### config.mk
export PLATFORM = sky130hd
export DESIGN_NAME = lmk01801_uwire_ctl
export DESIGN_NICKNAME = d
export VERILOG_FILES = /design/src/rtl/lmk01801_uwire_ctl.sv
export SDC_FILE = /design/constraint.sdc
export NUM_CORES = 1
export LEC_CHECK = 0
export BUFFER_PORTS_ARGS = -buffer_cell sky130_fd_sc_hd__buf_2
export CORE_MARGIN = 4
export CORE_UTILIZATION = 49
export CTS_CLUSTER_SIZE = 20
export DETAILED_ROUTE_END_ITERATION = 8
export HOLD_SLACK_MARGIN = 0.02
export PLACE_DENSITY = 0.77
export SYNTH_ARGS = -nofsm -noshare
export SYNTH_HDL_FRONTEND = slang
export SYNTH_SLANG_ARGS = --single-unit
### constraint.sdc
create_clock -name clk -period 2 [get_ports clk]
set_input_delay 0.1 -clock clk [delete_from_list [all_inputs] [get_ports clk]]
set_output_delay 0.1 -clock clk [all_outputs]
set_load 0.01 [all_outputs]
### src/rtl/lmk01801_uwire_ctl.sv
// LMK01801 MICROWIRE write sequencer: 32 bits MSB first, LE pulse, idle gap.
// Optional readback capture is enabled with `define LMK01801_UWIRE_READBACK_EN.
module lmk01801_uwire_ctl #(
    parameter int unsigned HALF_DIV  = 4,
    parameter int unsigned LE_HALVES = 1
) (
    input  logic        clk,
    input  logic        rst_n,
    input  logic        start,
    input  logic [31:0] wdata,
    output logic        busy,
    output logic        done,
    output logic [31:0] rdata,
    output logic        uwire_clk,
    output logic        uwire_data,
    output logic        uwire_le,
    input  logic        uwire_data_in
);

    typedef enum logic [2:0] {
        ST_IDLE     = 3'd0,
        ST_SHIFT_LO = 3'd1,
        ST_SHIFT_HI = 3'd2,
        ST_LE_WAIT  = 3'd3,
        ST_LATCH    = 3'd4,
        ST_GAP      = 3'd5
    } state_t;

    localparam logic [7:0] HALF_END = 8'(HALF_DIV - 1);
    localparam logic [4:0] LE_END   = 5'(LE_HALVES - 1);

    state_t      r_state;
    logic [7:0]  r_hcnt;
    logic [4:0]  r_bit_cnt;
    logic [31:0] r_shreg;
    logic        r_busy;
    logic        r_done;
    logic        r_uwire_clk;
    logic        r_uwire_data;
    logic        r_uwire_le;

    state_t      w_state_nxt;
    logic [7:0]  w_hcnt_nxt;
    logic [4:0]  w_bit_nxt;
    logic [31:0] w_shreg_nxt;
    logic        w_busy_nxt;
    logic        w_done_nxt;
    logic        w_clk_nxt;
    logic        w_data_nxt;
    logic        w_le_nxt;
    logic        w_half_end;

    assign w_half_end = (r_hcnt == HALF_END);

    // Next-state and next-pin computation; pins are registered below so no input reaches them combinationally.
    always_comb begin
        w_state_nxt = r_state;
        w_hcnt_nxt  = 8'd0;
        w_bit_nxt   = r_bit_cnt;
        w_shreg_nxt = r_shreg;
        w_busy_nxt  = r_busy;
        w_done_nxt  = 1'b0;
        w_clk_nxt   = r_uwire_clk;
        w_data_nxt  = r_uwire_data;
        w_le_nxt    = r_uwire_le;

        if ((r_state == ST_IDLE) || w_half_end) begin
            w_hcnt_nxt = 8'd0;
        end else begin
            w_hcnt_nxt = r_hcnt + 8'd1;
        end

        case (r_state)
            ST_IDLE: begin
                if (start) begin
                    w_state_nxt = ST_SHIFT_LO;
                    w_busy_nxt  = 1'b1;
                    w_shreg_nxt = wdata;
                    w_bit_nxt   = 5'd31;
                    w_clk_nxt   = 1'b0;
                    w_data_nxt  = wdata[31];
                    w_le_nxt    = 1'b0;
                end else begin
                    w_busy_nxt  = 1'b0;
                    w_clk_nxt   = 1'b0;
                    w_data_nxt  = 1'b0;
                    w_le_nxt    = 1'b0;
                end
            end
            ST_SHIFT_LO: begin
                if (w_half_end) begin
                    w_state_nxt = ST_SHIFT_HI;
                    w_clk_nxt   = 1'b1;
                end else begin
                    w_state_nxt = ST_SHIFT_LO;
                end
            end
            ST_SHIFT_HI: begin
                if (w_half_end && (r_bit_cnt != 5'd0)) begin
                    w_state_nxt = ST_SHIFT_LO;
                    w_bit_nxt   = r_bit_cnt - 5'd1;
                    w_shreg_nxt = {r_shreg[30:0], 1'b0};
                    w_clk_nxt   = 1'b0;
                    w_data_nxt  = r_shreg[30];
                end else if (w_half_end) begin
                    w_state_nxt = ST_LE_WAIT;
                    w_clk_nxt   = 1'b0;
                    w_data_nxt  = 1'b0;
                end else begin
                    w_state_nxt = ST_SHIFT_HI;
                end
            end
            ST_LE_WAIT: begin
                if (w_half_end) begin
                    w_state_nxt = ST_LATCH;
                    w_le_nxt    = 1'b1;
                    w_bit_nxt   = 5'd0;
                end else begin
                    w_state_nxt = ST_LE_WAIT;
                end
            end
            ST_LATCH: begin
                // The bit counter is reused here to count LE half-periods.
                if (w_half_end && (r_bit_cnt == LE_END)) begin
                    w_state_nxt = ST_GAP;
                    w_le_nxt    = 1'b0;
                    w_bit_nxt   = 5'd0;
                end else if (w_half_end) begin
                    w_bit_nxt   = r_bit_cnt + 5'd1;
                end else begin
                    w_state_nxt = ST_LATCH;
                end
            end
            ST_GAP: begin
                if (w_half_end) begin
                    w_state_nxt = ST_IDLE;
                    w_busy_nxt  = 1'b0;
                    w_done_nxt  = 1'b1;
                end else begin
                    w_state_nxt = ST_GAP;
                end
            end
            default: begin
                w_state_nxt = ST_IDLE;
                w_busy_nxt  = 1'b0;
                w_bit_nxt   = 5'd0;
                w_clk_nxt   = 1'b0;
                w_data_nxt  = 1'b0;
                w_le_nxt    = 1'b0;
            end
        endcase
    end

    // State, counters, shift register and registered pin drivers.
    always_ff @(posedge clk or negedge rst_n) begin
        if (!rst_n) begin
            r_state      <= ST_IDLE;
            r_hcnt       <= 8'd0;
            r_bit_cnt    <= 5'd0;
            r_shreg      <= 32'd0;
            r_busy       <= 1'b0;
            r_done       <= 1'b0;
            r_uwire_clk  <= 1'b0;
            r_uwire_data <= 1'b0;
            r_uwire_le   <= 1'b0;
        end else begin
            r_state      <= w_state_nxt;
            r_hcnt       <= w_hcnt_nxt;
            r_bit_cnt    <= w_bit_nxt;
            r_shreg      <= w_shreg_nxt;
            r_busy       <= w_busy_nxt;
            r_done       <= w_done_nxt;
            r_uwire_clk  <= w_clk_nxt;
            r_uwire_data <= w_data_nxt;
            r_uwire_le   <= w_le_nxt;
        end
    end

    assign busy       = r_busy;
    assign done       = r_done;
    assign uwire_clk  = r_uwire_clk;
    assign uwire_data = r_uwire_data;
    assign uwire_le   = r_uwire_le;

`ifdef LMK01801_UWIRE_READBACK_EN
    logic [31:0] r_cap;
    logic [31:0] r_rdata;

    // Sample readback on the last cycle of each high half; publish the word when moving to LE_WAIT.
    always_ff @(posedge clk or negedge rst_n) begin
        if (!rst_n) begin
            r_cap   <= 32'd0;
            r_rdata <= 32'd0;
        end else if ((r_state == ST_SHIFT_HI) && w_half_end) begin
            r_cap <= {r_cap[30:0], uwire_data_in};
            if (r_bit_cnt == 5'd0) begin
                r_rdata <= {r_cap[30:0], uwire_data_in};
            end else begin
                r_rdata <= r_rdata;
            end
        end else begin
            r_cap   <= r_cap;
            r_rdata <= r_rdata;
        end
    end

    assign rdata = r_rdata;
`else
    logic w_unused_din;
    assign w_unused_din = uwire_data_in;
    assign rdata        = 32'd0;
`endif

endmodule

==> results.md, run 1 <==
* Worst reg2reg path startpoint: r_bit_cnt[0]
* Vias at around 2300
* Setup TNS at 0 ns
* HPWL after detailed placement at 4560 microns
* Max-Cap Viols at 0
* Gate power share at 0.507
* Hold Violations, Final at 0
* Non-Filler Instances at approximately 420
* Synth async-reset ratio at 1.00
* Setup crit start: r_bit_cnt[0]
* First-pass GRT wire length at between 9000 and 10000 microns
* Final-layout fill cell count at around 520
* Clock Power Share at 0.145
* Status: finished, final reports clean
* CTS buffer count at 5
* CP Capture Type: register
* CP startpoint kind: register
* Commonest non-fill, non-tap cell in the layout: dfrtp_1
* Iter 0 DRT Violations at 87
* Mapped cell area at around 0.0032 sq mm
* H-tree levels at 2
* Initial antenna violation count at 0
* CORE AREA at about 0.0063 sq mm
* GRT Util Overall at 0.165
* Number of flops mapped to enable cells by yosys at 0
* Clk Latency, worst-skew pair at 0.32 ns
* Total gr overflow at 0
* Hold path endpoint: r_shreg[1]
* Vias in the first global route at about 2000
* Crit Path Max Fanout at 4
* WL/cell at 15.8 microns
* Psw at roughly 1900 uW
* CTS root buffer: clkbuf_8
* Yosys reg bits at 52
* Critical Path RT at around 2.2 ns
* Switching share of power at 0.352
* Most frequent cells in the layout: dfrtp_1 (52), buf_2 (39), buf_4 (34)
* # setup viols final at 0
* Slew Viols, Final at 0
* Longest Clk Path Bufs at 2
* Min-delay worst type: primary input to register
* Clock sinks at 52
* Area delta synth->final at 18.7%
* Placed Instances at between 300 and 400
* Port Buffers at 39
* Synth cell types at between 50 and 60
* Post-route DRC violation count at 0
* Min-delay src: wdata[1]
* Share of layout cells above drive strength 1 at 0.461
* CP Data Arrival Time at 2.17 ns
* Clk_skew at between 0.01 and 0.015 ns
* Max Clk Rate at between 500 and 600 MHz
* Ports at 73
* Worst hold path depth at 3
* GPL Wtd Cong at between 0.8 and 0.9
* Finished Core Util at 0.595
* Register share of total power at 0.348
* Site Rows at 29
* Sequential area share after synthesis at 0.411
* Crit share post-route at 0.987
* Synth Instances at approximately 270
* CTS tree: yes
* FF-to-FF path depth at 6
* DRT Pass-1 Iters at 4
* Initial Util at 0.501
* Post-synth top flop: dfrtp_1
* WHS at 0.131 ns
* R2R Path End: r_shreg[17]
* Pint at 3460 uW
* Worst-Margin Slew at a little under 0.6 ns
* Synth warn at 0
* R2R setup slack at ~0.027 ns
* Chip height at between 80 and 90 microns
* Pin count of the biggest net entering global routing at 29
* Drt total wl at 6690 microns
* Rel. slew slack at 0.611
* Power Density at about 1400 mW/mm^2
* Routed Antenna Nets at 0
* # nets final at around 380
* Leakage Power at 0.00175 uW
* Die ar. at 0.00781 sq mm
* Avg Vias per Cell at 5.37
* Reg clk slew, reported paths at approximately 0.10 ns
* Fin crit period at between 1.5 and 2 ns
* Average size of a mapped cell at about 12 sq um
* DIE WIDTH at roughly 88 microns
* Kind of critical path: register to register
* N_diodes at 0
* Peak supply drop at about 0.0010 V
## power groups by stage
stage	clock [uW]	combinational (uW)	sequential, uW
final	774	2700	1860
after CTS	788	2510	1850
after global routing	836	2920	1910
after detailed placement	0	2440	1860
after floorplan	0	1890	1780
after global placement	0	2370	1830
## what timing repair did
action                                 in CTS  in global routing
gates resized for setup                     2                  6
cloned                                      1                  0
buffers inserted                            1                 11
hold buffers                                2                  0
endpoints found under the hold margin      25                  0
setup endpoints to repair                  33                 35
pin swaps                                   2                  4
## how the worst max path moves through the flow
stage                     cells after the start  slack (ns)      endpoint
final                                         6        0.03   r_shreg[17]
after global routing                          6       -0.02   r_shreg[17]
after CTS                                     7      0.0002  r_bit_cnt[1]
after detailed placement                      5       -0.08    r_shreg[1]
after global placement                        5       -0.05   r_shreg[23]
after floorplan                               7       -0.05   r_shreg[10]
## logic make-up (layout without fill, tap and decap cells)
group	after synthesis	after routing	share of synthesized area
adders and majority gates	3	3	0.0119
buffers and inverters	56	96	0.118
other	1	32	0.00119
muxes	62	62	0.255
DFF	52	52	0.411
xor gates and xnor gates	7	7	0.0194
and+or+nand+nor	52	52	0.0921
AOI/OAI and AO/OA	40	41	0.0917
## critical path: stages, from the launching register on
cell and delay, ns:
dfrtp_1 0.41, inv_2 0.08, ha_4 0.13, or4b_4 0.51, a31o_4 0.27, buf_4 0.16
mux2_4 0.29
## per-stage QoR
step                      total power (uW)  area, sq um  setup slack [ns]
after floorplan                       3660         3290           -0.0516
after global placement                4200         3450           -0.0500
after CTS                             5140         3620          0.000183
after detailed placement              4300         3450           -0.0780
after global routing                  5670         3750           -0.0205
final                                 5340         3750            0.0270
## area by class of cell
class                      count  area, sq um  share of cell area
timing repair buffer          79          542               0.144
multi-input combinational    197         1660               0.442
clock inverter                 2         38.8              0.0103
clock buffer                   6         82.6              0.0220
sequential                    52         1300               0.347
tap                           77         96.3              0.0257
inverter                       9         33.8             0.00900
## per-layer routing
metal  track usage  routed length (microns)  vias to the layer above  share of wire
li1              -                        -                     1051              -
met1         0.239                     2960                     1104           0.44
met2         0.240                     3140                       98           0.47
met3        0.0289                      427                       12          0.064
met4        0.0728                      163                        0          0.024
met5             0                        0                        -              0
## registers in the layout, summed over array words and instances (netlist names)
signal,flops
busy,1
done,1
r_bit_cnt,5
r_hcnt,8
r_shreg,31
r_state,3
uwire_clk,1
uwire_data,1
uwire_le,1
## synthesized netlist by cell type, drive strengths merged, types with 2 or more instances
| library cell | count | share of area |
|---|---|---|
| o211ai | 6 | 0.014 |
| nand4b | 2 | 0.0055 |
| and3 | 4 | 0.0079 |
| buf | 42 | 0.10 |
| nor2 | 16 | 0.019 |
| nor4b | 2 | 0.0095 |
| xnor2 | 2 | 0.0055 |
| o32ai | 2 | 0.0055 |
| a211oi | 3 | 0.0071 |
| nand2 | 6 | 0.0071 |
| xor2 | 5 | 0.014 |
| o21ai | 6 | 0.0095 |
| clkbuf | 5 | 0.0059 |
| dfrtp | 52 | 0.41 |
| a21oi | 8 | 0.013 |
| nor3 | 6 | 0.011 |
| a41oi | 2 | 0.0055 |
| and2 | 2 | 0.0040 |
| ha | 3 | 0.012 |
| inv | 8 | 0.0095 |
| mux2 | 61 | 0.25 |
| nand3 | 7 | 0.011 |
Note: power is estimated with default switching activity, not from simulation.
==> inputs of run 2 (changes only) <==
Settings changed: PLACE_DENSITY 0.77 to 0.85.
==> run 2 against run 1 <==
Routed wire length is 2.6% lower. First-iteration DRC count grew 83%. Largest cell class unchanged. Highest routed layer unchanged. Worst hold slack improved by 0.022 ns. Sequential power barely moved. Utilization is 2.5 points lower.
==> results.md, run 2 (synthesis results as in run 1) <==
* Status: finished, final reports clean
* # nets final at 366 (-4.4%)
* CP Data Arrival Time at 2.15 ns (-0.02 ns)
* HPWL after detailed placement at 4290 microns (-6.0%)
* Worst reg2reg path startpoint: r_bit_cnt[1]
* GRT Util Overall at 0.165 (about the same)
* Post-route DRC violation count at 0 (unchanged)
* Grt met1 use at 0.230 (-0.00925)
* Global-route track usage on met3 at 0.0307 (+0.00186)
* DIE WIDTH at 88.4 microns (unchanged)
* GR Layer Usage met2 at 0.258 (+0.0184)
* Die ar. at 0.00781 sq mm (unchanged)
* Min-delay worst type: primary input to register
* Reg clk slew, reported paths at 0.09 ns (about the same)
* Hold Violations, Final at 0 (unchanged)
* Commonest non-fill, non-tap cell in the layout: dfrtp_1
* Pin count of the biggest net entering global routing at 53 (+83%)
* Unrepaired setup endpoints after global routing: yes
* Most frequent cells in the layout: dfrtp_1 (52), buf_2 (39), mux2_2 (32), conb_1 (32), mux2_4 (29)
* CTS tree: yes
* Max Clk Rate at 510 MHz (+0.57%)
* Post-layout total power at 5110 uW (-4.3%)
* Gr busiest metal: met2
* Fin crit period at 1.96 ns (-0.0112 ns)
* H-tree levels at 2 (unchanged)
* Total gr overflow at 0 (unchanged)
* Crit share post-route at 0.981 (-0.00559)
* Number of flip-flops in the largest register at 31 (unchanged)
* Share of layout cells above drive strength 1 at 0.433 (-0.0279)
* Switching share of power at 0.358 (+0.00611)
* Chip height at 88.4 microns (unchanged)
* N_diodes at 0 (unchanged)
* Leakage Power at 0.00166 uW (-5.5%)
* Routed Antenna Nets at 0 (unchanged)
* WHS at 0.153 ns (+0.0221 ns)
* Avg Vias per Cell at 5.46 (+1.7%)
* Worst-Margin Slew at 0.638 ns (+0.0539 ns)
* Design Area, Final at 0.00360 sq mm (-4.2%)
* CP startpoint kind: register
* WL/cell at 16.1 microns (+1.5%)
* Rel. slew slack at 0.575 (-0.0359)
* Initial Util at 0.501 (unchanged)
* DRT Pass-1 Iters at 4 (unchanged)
* Longest Clk Path Bufs at 2 (unchanged)
* Setup ws final at 0.0382 ns (+0.0112 ns)
* Max-Cap Viols at 0 (unchanged)
* Vias in the first global route at 2130 (+5.7%)
* Setup WS pre-CTS at -0.0717 ns (+0.00630 ns)
* Psw at 1830 uW (-2.6%)
* Crit Path Max Fanout at 16 (+12)
* Min-delay src: wdata[6]
* Most flop-heavy register: r_shreg
* # setup viols final at 0 (unchanged)
* Clk Latency, worst-skew pair at 0.30 ns (-0.02 ns)
* Initial antenna violation count at 0 (unchanged)
* Port Buffers at 39 (unchanged)
* Pint at 3280 uW (-5.2%)
* Register share of total power at 0.359 (+0.011)
* Setup crit start: r_bit_cnt[1]
* Clock Power Share at 0.139 (-0.006)
* GPL Wtd Cong at 0.791 (-6.1%)
* Clk_skew at 0.00724 ns (-0.00478 ns)
* Peak supply drop at 0.000966 V (-7.9%)
* Kind of critical path: register to register
* CORE AREA at 0.00631 sq mm (unchanged)
* Slew Viols, Final at 0 (unchanged)
* Regs by FF count: r_shreg (31), r_hcnt (8), r_bit_cnt (5)
* CP Capture Type: register
* Ports at 73 (unchanged)
* Area delta synth->final at 13.7%
* Cell Area, Placed at 0.00340 sq mm (-1.3%)
* Gate power share at 0.502 (-0.005)
* Drt total wl at 6510 microns (-2.6%)
* Critical Path RT at 2.19 ns (about the same)
* CTS root buffer: clkbuf_8
* Clock sinks at 52 (unchanged)
* Iter 0 DRT Violations at 159 (+83%)
* Power Density at 1420 mW/mm^2 (-0.10%)
* CTS buffer count at 5 (unchanged)
* Site Rows at 29 (unchanged)
* Vias at 2210 (-2.4%)
* First-pass GRT wire length at 10200 microns (+2.1%)
-- run 2: power by group through the flow --
stage                     clock network [uW]  logic (uW)  registers, uW
after floorplan                            0        1890           1780
after global placement                     0        2320           1800
after detailed placement                   0        2390           1840
after CTS                                721        2490           1820
after global routing                     766        2770           1890
final                                    709        2570           1840
-- run 2: area by class of cell --
type                    instances  area [sq um]
fillers                       493          2720
multi-input cells             197          1670
flip-flops and latches         52          1300
repair buffers                 62           389
well taps                      77          96.3
clock buffers                   6          72.6
clock inverters                 2          35.0
inverters                       9          33.8
-- run 2: critical path, cell delays in order, from the launching register on --
cell     delay [ns]
dfrtp_1        0.40
inv_2          0.08
ha_4           0.14
or4b_4         0.51
a31o_4         0.37
mux2_4         0.33
-- run 2: worst paths after layout --
check | cells past startpoint | end | slack (ns)
worst min register to register | 1 | r_shreg[13] | 0.52
max in group asynchronous | 3 | r_state[2] | 1.14
worst max register to register | 5 | r_shreg[17] | 0.04
min in group asynchronous | 3 | r_shreg[8] | 0.43
worst max-delay path | 5 | r_shreg[17] | 0.04
worst min-delay path | 3 | r_shreg[6] | 0.15
-- run 2: stage by stage --
step | utilization | std cells | setup TNS [ns]
after floorplan | - | 304 | -1.47
after global placement | 0.539 | 393 | -0.661
after detailed placement | 0.539 | 393 | -1.87
after CTS | 0.566 | 404 | -0.0849
after global routing | 0.570 | 405 | -0.182
final | 0.570 | 405 | 0
-- run 2: metal layers --
| layer | share of wire | wire length, microns | up-vias |
|---|---|---|---|
| met3 | 0.065 | 422 | 15 |
| met4 | 0.018 | 120 | 0 |
| li1 | - | - | 1021 |
| met2 | 0.50 | 3250 | 95 |
| met5 | 0 | 0 | - |
| met1 | 0.42 | 2720 | 1079 |
-- run 2: what timing repair did --
item | CTS | global route
gates resized for setup | 5 | 5
gates cloned | 1 | 0
endpoints found under the setup margin | 35 | 36
endpoints found under the hold margin | 53 | 0
setup buffers | 0 | 1
pin swaps | 1 | 2
hold buffers | 2 | 0
==> inputs of run 3 (changes only) <==
==> constraint.sdc (replaced) <==
create_clock -name clk -period 2 [get_ports clk]
set_input_delay 0.4 -clock clk [delete_from_list [all_inputs] [get_ports clk]]
set_output_delay 0.4 -clock clk [all_outputs]
set_load 0.01 [all_outputs]
==> run 3 against run 2 <==
Clock-buffer cell count up 1. First-iteration DRC count down 28%. Non-clock buffer count up 7. Register-to-register slack worse by 0.02 ns. Sequential power about the same. Sequential share of layout area down 0.76 points. Power up 1.2%. Final cell count up 1.7%. Maximum frequency down 0.83%. Largest cell class unchanged.
==> results.md, run 3 (synthesis results as in run 1) <==
* Clk Latency, worst-skew pair at 0.31 ns (about the same)
* Largest stage delay on the critical path at 0.51 ns (about the same)
* CP Capture Type: register
* Non-Filler Instances at 412 (+1.7%)
* Leakage Power at 0.00170 uW (+2.5%)
* First-pass GRT wire length at 10800 microns (+5.7%)
* WL/cell at 16.9 microns (+5.0%)
* Die ar. at 0.00781 sq mm (unchanged)
* # setup viols final at 0 (unchanged)
* Crit path max-delay cell type: or4b_4
* Regs by FF count: r_shreg (31), r_hcnt (8), r_bit_cnt (5)
* Most flop-heavy register: r_shreg
* Worst-Margin Slew at 0.609 ns (-0.0295 ns)
* Switching share of power at 0.366 (+0.00781)
* Max Clk Rate at 505 MHz (-0.83%)
* Reg clk slew, reported paths at 0.10 ns (about the same)
* Crit Path Max Fanout at 12 (-4)
* Avg Vias per Cell at 5.49 (+0.61%)
* DIE WIDTH at 88.4 microns (unchanged)
* Chip height at 88.4 microns (unchanged)
* CTS root buffer: clkbuf_8
* Longest Clk Path Bufs at 2 (unchanged)
* Ports at 73 (unchanged)
* Initial Util at 0.501 (unchanged)
* Clk_skew at 0.00670 ns (-0.000542 ns)
* Fin crit period at 1.98 ns (+0.0164 ns)
* Share of layout cells above drive strength 1 at 0.448 (+0.0148)
* CTS buffer count at 5 (unchanged)
* Total gr overflow at 0 (unchanged)
* Unrepaired setup endpoints after global routing: yes
* N_diodes at 0 (unchanged)
* Pint at 3280 uW (about the same)
* Critical Path RT at 2.20 ns (about the same)
* Area delta synth->final at 16.2%
* Routed Antenna Nets at 0 (unchanged)
* Hold Violations, Final at 0 (unchanged)
* Clock Power Share at 0.124 (-0.015)
* Pin count of the biggest net entering global routing at 29 (-45%)
* Finished Core Util at 0.582 (+0.0123)
* Initial antenna violation count at 0 (unchanged)
* Commonest non-fill, non-tap cell in the layout: dfrtp_1
* Iter 0 DRT Violations at 114 (-28%)
* Placed Instances at 396 (+0.76%)
* CTS tree: yes
* Site Rows at 29 (unchanged)
* CP startpoint kind: register
* CP Data Arrival Time at 2.18 ns (+0.03 ns)
* Post-layout total power at 5180 uW (+1.2%)
* Rel. slew slack at 0.592 (+0.0170)
* CORE AREA at 0.00631 sq mm (unchanged)
* HPWL after detailed placement at 4760 microns (+11%)
* Clock sinks at 52 (unchanged)
* Hold-fix buffers, CTS at 0 (-2)
* Post-route DRC violation count at 0 (unchanged)
* Most frequent cells in the layout: dfrtp_1 (52), buf_2 (39), mux2_2 (32), conb_1 (32), mux2_4 (29)
* Vias in the first global route at 2274 (+6.8%)
* Gate power share at 0.520 (+0.018)
* Psw at 1890 uW (+3.5%)
* Number of flip-flops in the largest register at 31 (unchanged)
* Max-Cap Viols at 0 (unchanged)
* Kind of critical path: register to register
* CP Cell Sequence: inv_2 -> ha_4 -> or4b_4 -> a31o_4 -> buf_12 -> mux2_4
* Vias at 2262 (+2.4%)
* Peak supply drop at 0.000971 V (+0.55%)
* GPL Wtd Cong at 0.888 (+12%)
* Port Buffers at 39 (unchanged)
* H-tree levels at 2 (unchanged)
* Crit share post-route at 0.989 (+0.00822)
* Min-delay worst type: primary input to asynchronous set/reset pin
* WHS at 0.0307 ns (-0.123 ns)
* GRT Util Overall at 0.177 (+0.0120)
* Slew Viols, Final at 0 (unchanged)
* # nets final at 373 (+1.9%)
* Register share of total power at 0.356 (-0.003)
* Drt total wl at 6960 microns (+6.8%)
* Status: finished, final reports clean
* Power Density at 1410 mW/mm^2 (-0.89%)
* DRT Pass-1 Iters at 4 (unchanged)
==> run 3: metal layers <==
layer | vias to the layer above | part of all wire | track usage
li1 | 1034 | - | -
met1 | 1121 | 0.41 | 0.223
met2 | 89 | 0.51 | 0.292
met3 | 18 | 0.059 | 0.0345
met4 | 0 | 0.028 | 0.0824
met5 | - | 0 | 0
==> run 3: stage by stage <==
stage	cell area (sq um)	setup slack, ns	setup TNS (ns)
final	3680	0.0217	0
after global routing	3680	-0.0236	-0.123
after CTS	3570	0.0208	0
after detailed placement	3440	-0.0973	-2.36
after global placement	3440	-0.0484	-1.30
after floorplan	3290	-0.0516	-1.47
==> run 3: what timing repair did <==
item,4_1_cts,5_1_grt
endpoints found under the setup margin,33,35
pin swaps,2,2
cloned,1,0
resized for setup,4,5
buffers inserted,0,7
==> run 3: critical path: cells and delay by family, from the launching register on <==
kind                       cells  cell delay (ns)
DFF                            1             0.40
buffers and inverters          2             0.25
muxes                          1             0.30
AOI/OAI and AO/OA              1             0.27
adders and majority gates      1             0.13
and+or+nand+nor                1             0.51
==> run 3: final cells by class <==
cell class	instances	area (sq um)
fill	507	2640
multi-input combinational	197	1660
sequential	52	1300
timing repair buffer	69	490
tap	77	96.3
clock buffer	7	86.3
inverter	9	33.8
clock inverter	1	7.51
==> run 3: path summary, 6_finish.rpt <==
kind                                   start      endpoint  slack (ns)  cells past startpoint
worst max-delay path            r_bit_cnt[0]   r_shreg[14]        0.02                      6
worst min-delay path                   rst_n   r_shreg[12]        0.03                      1
worst max register to register  r_bit_cnt[0]   r_shreg[14]        0.02                      6
worst min register to register   r_shreg[13]   r_shreg[13]        0.52                      1
max in group asynchronous              rst_n  r_bit_cnt[4]        1.44                      2
min in group clk                    wdata[0]    r_shreg[0]        0.30                      3
==> run 3: power groups by stage <==
stage	Combinational, uW	Clock (uW)	Sequential [uW]
after floorplan	1890	0	1780
after global placement	2350	0	1800
after detailed placement	2460	0	1840
after CTS	2530	643	1830
after global routing	2910	679	1900
final	2690	641	1840
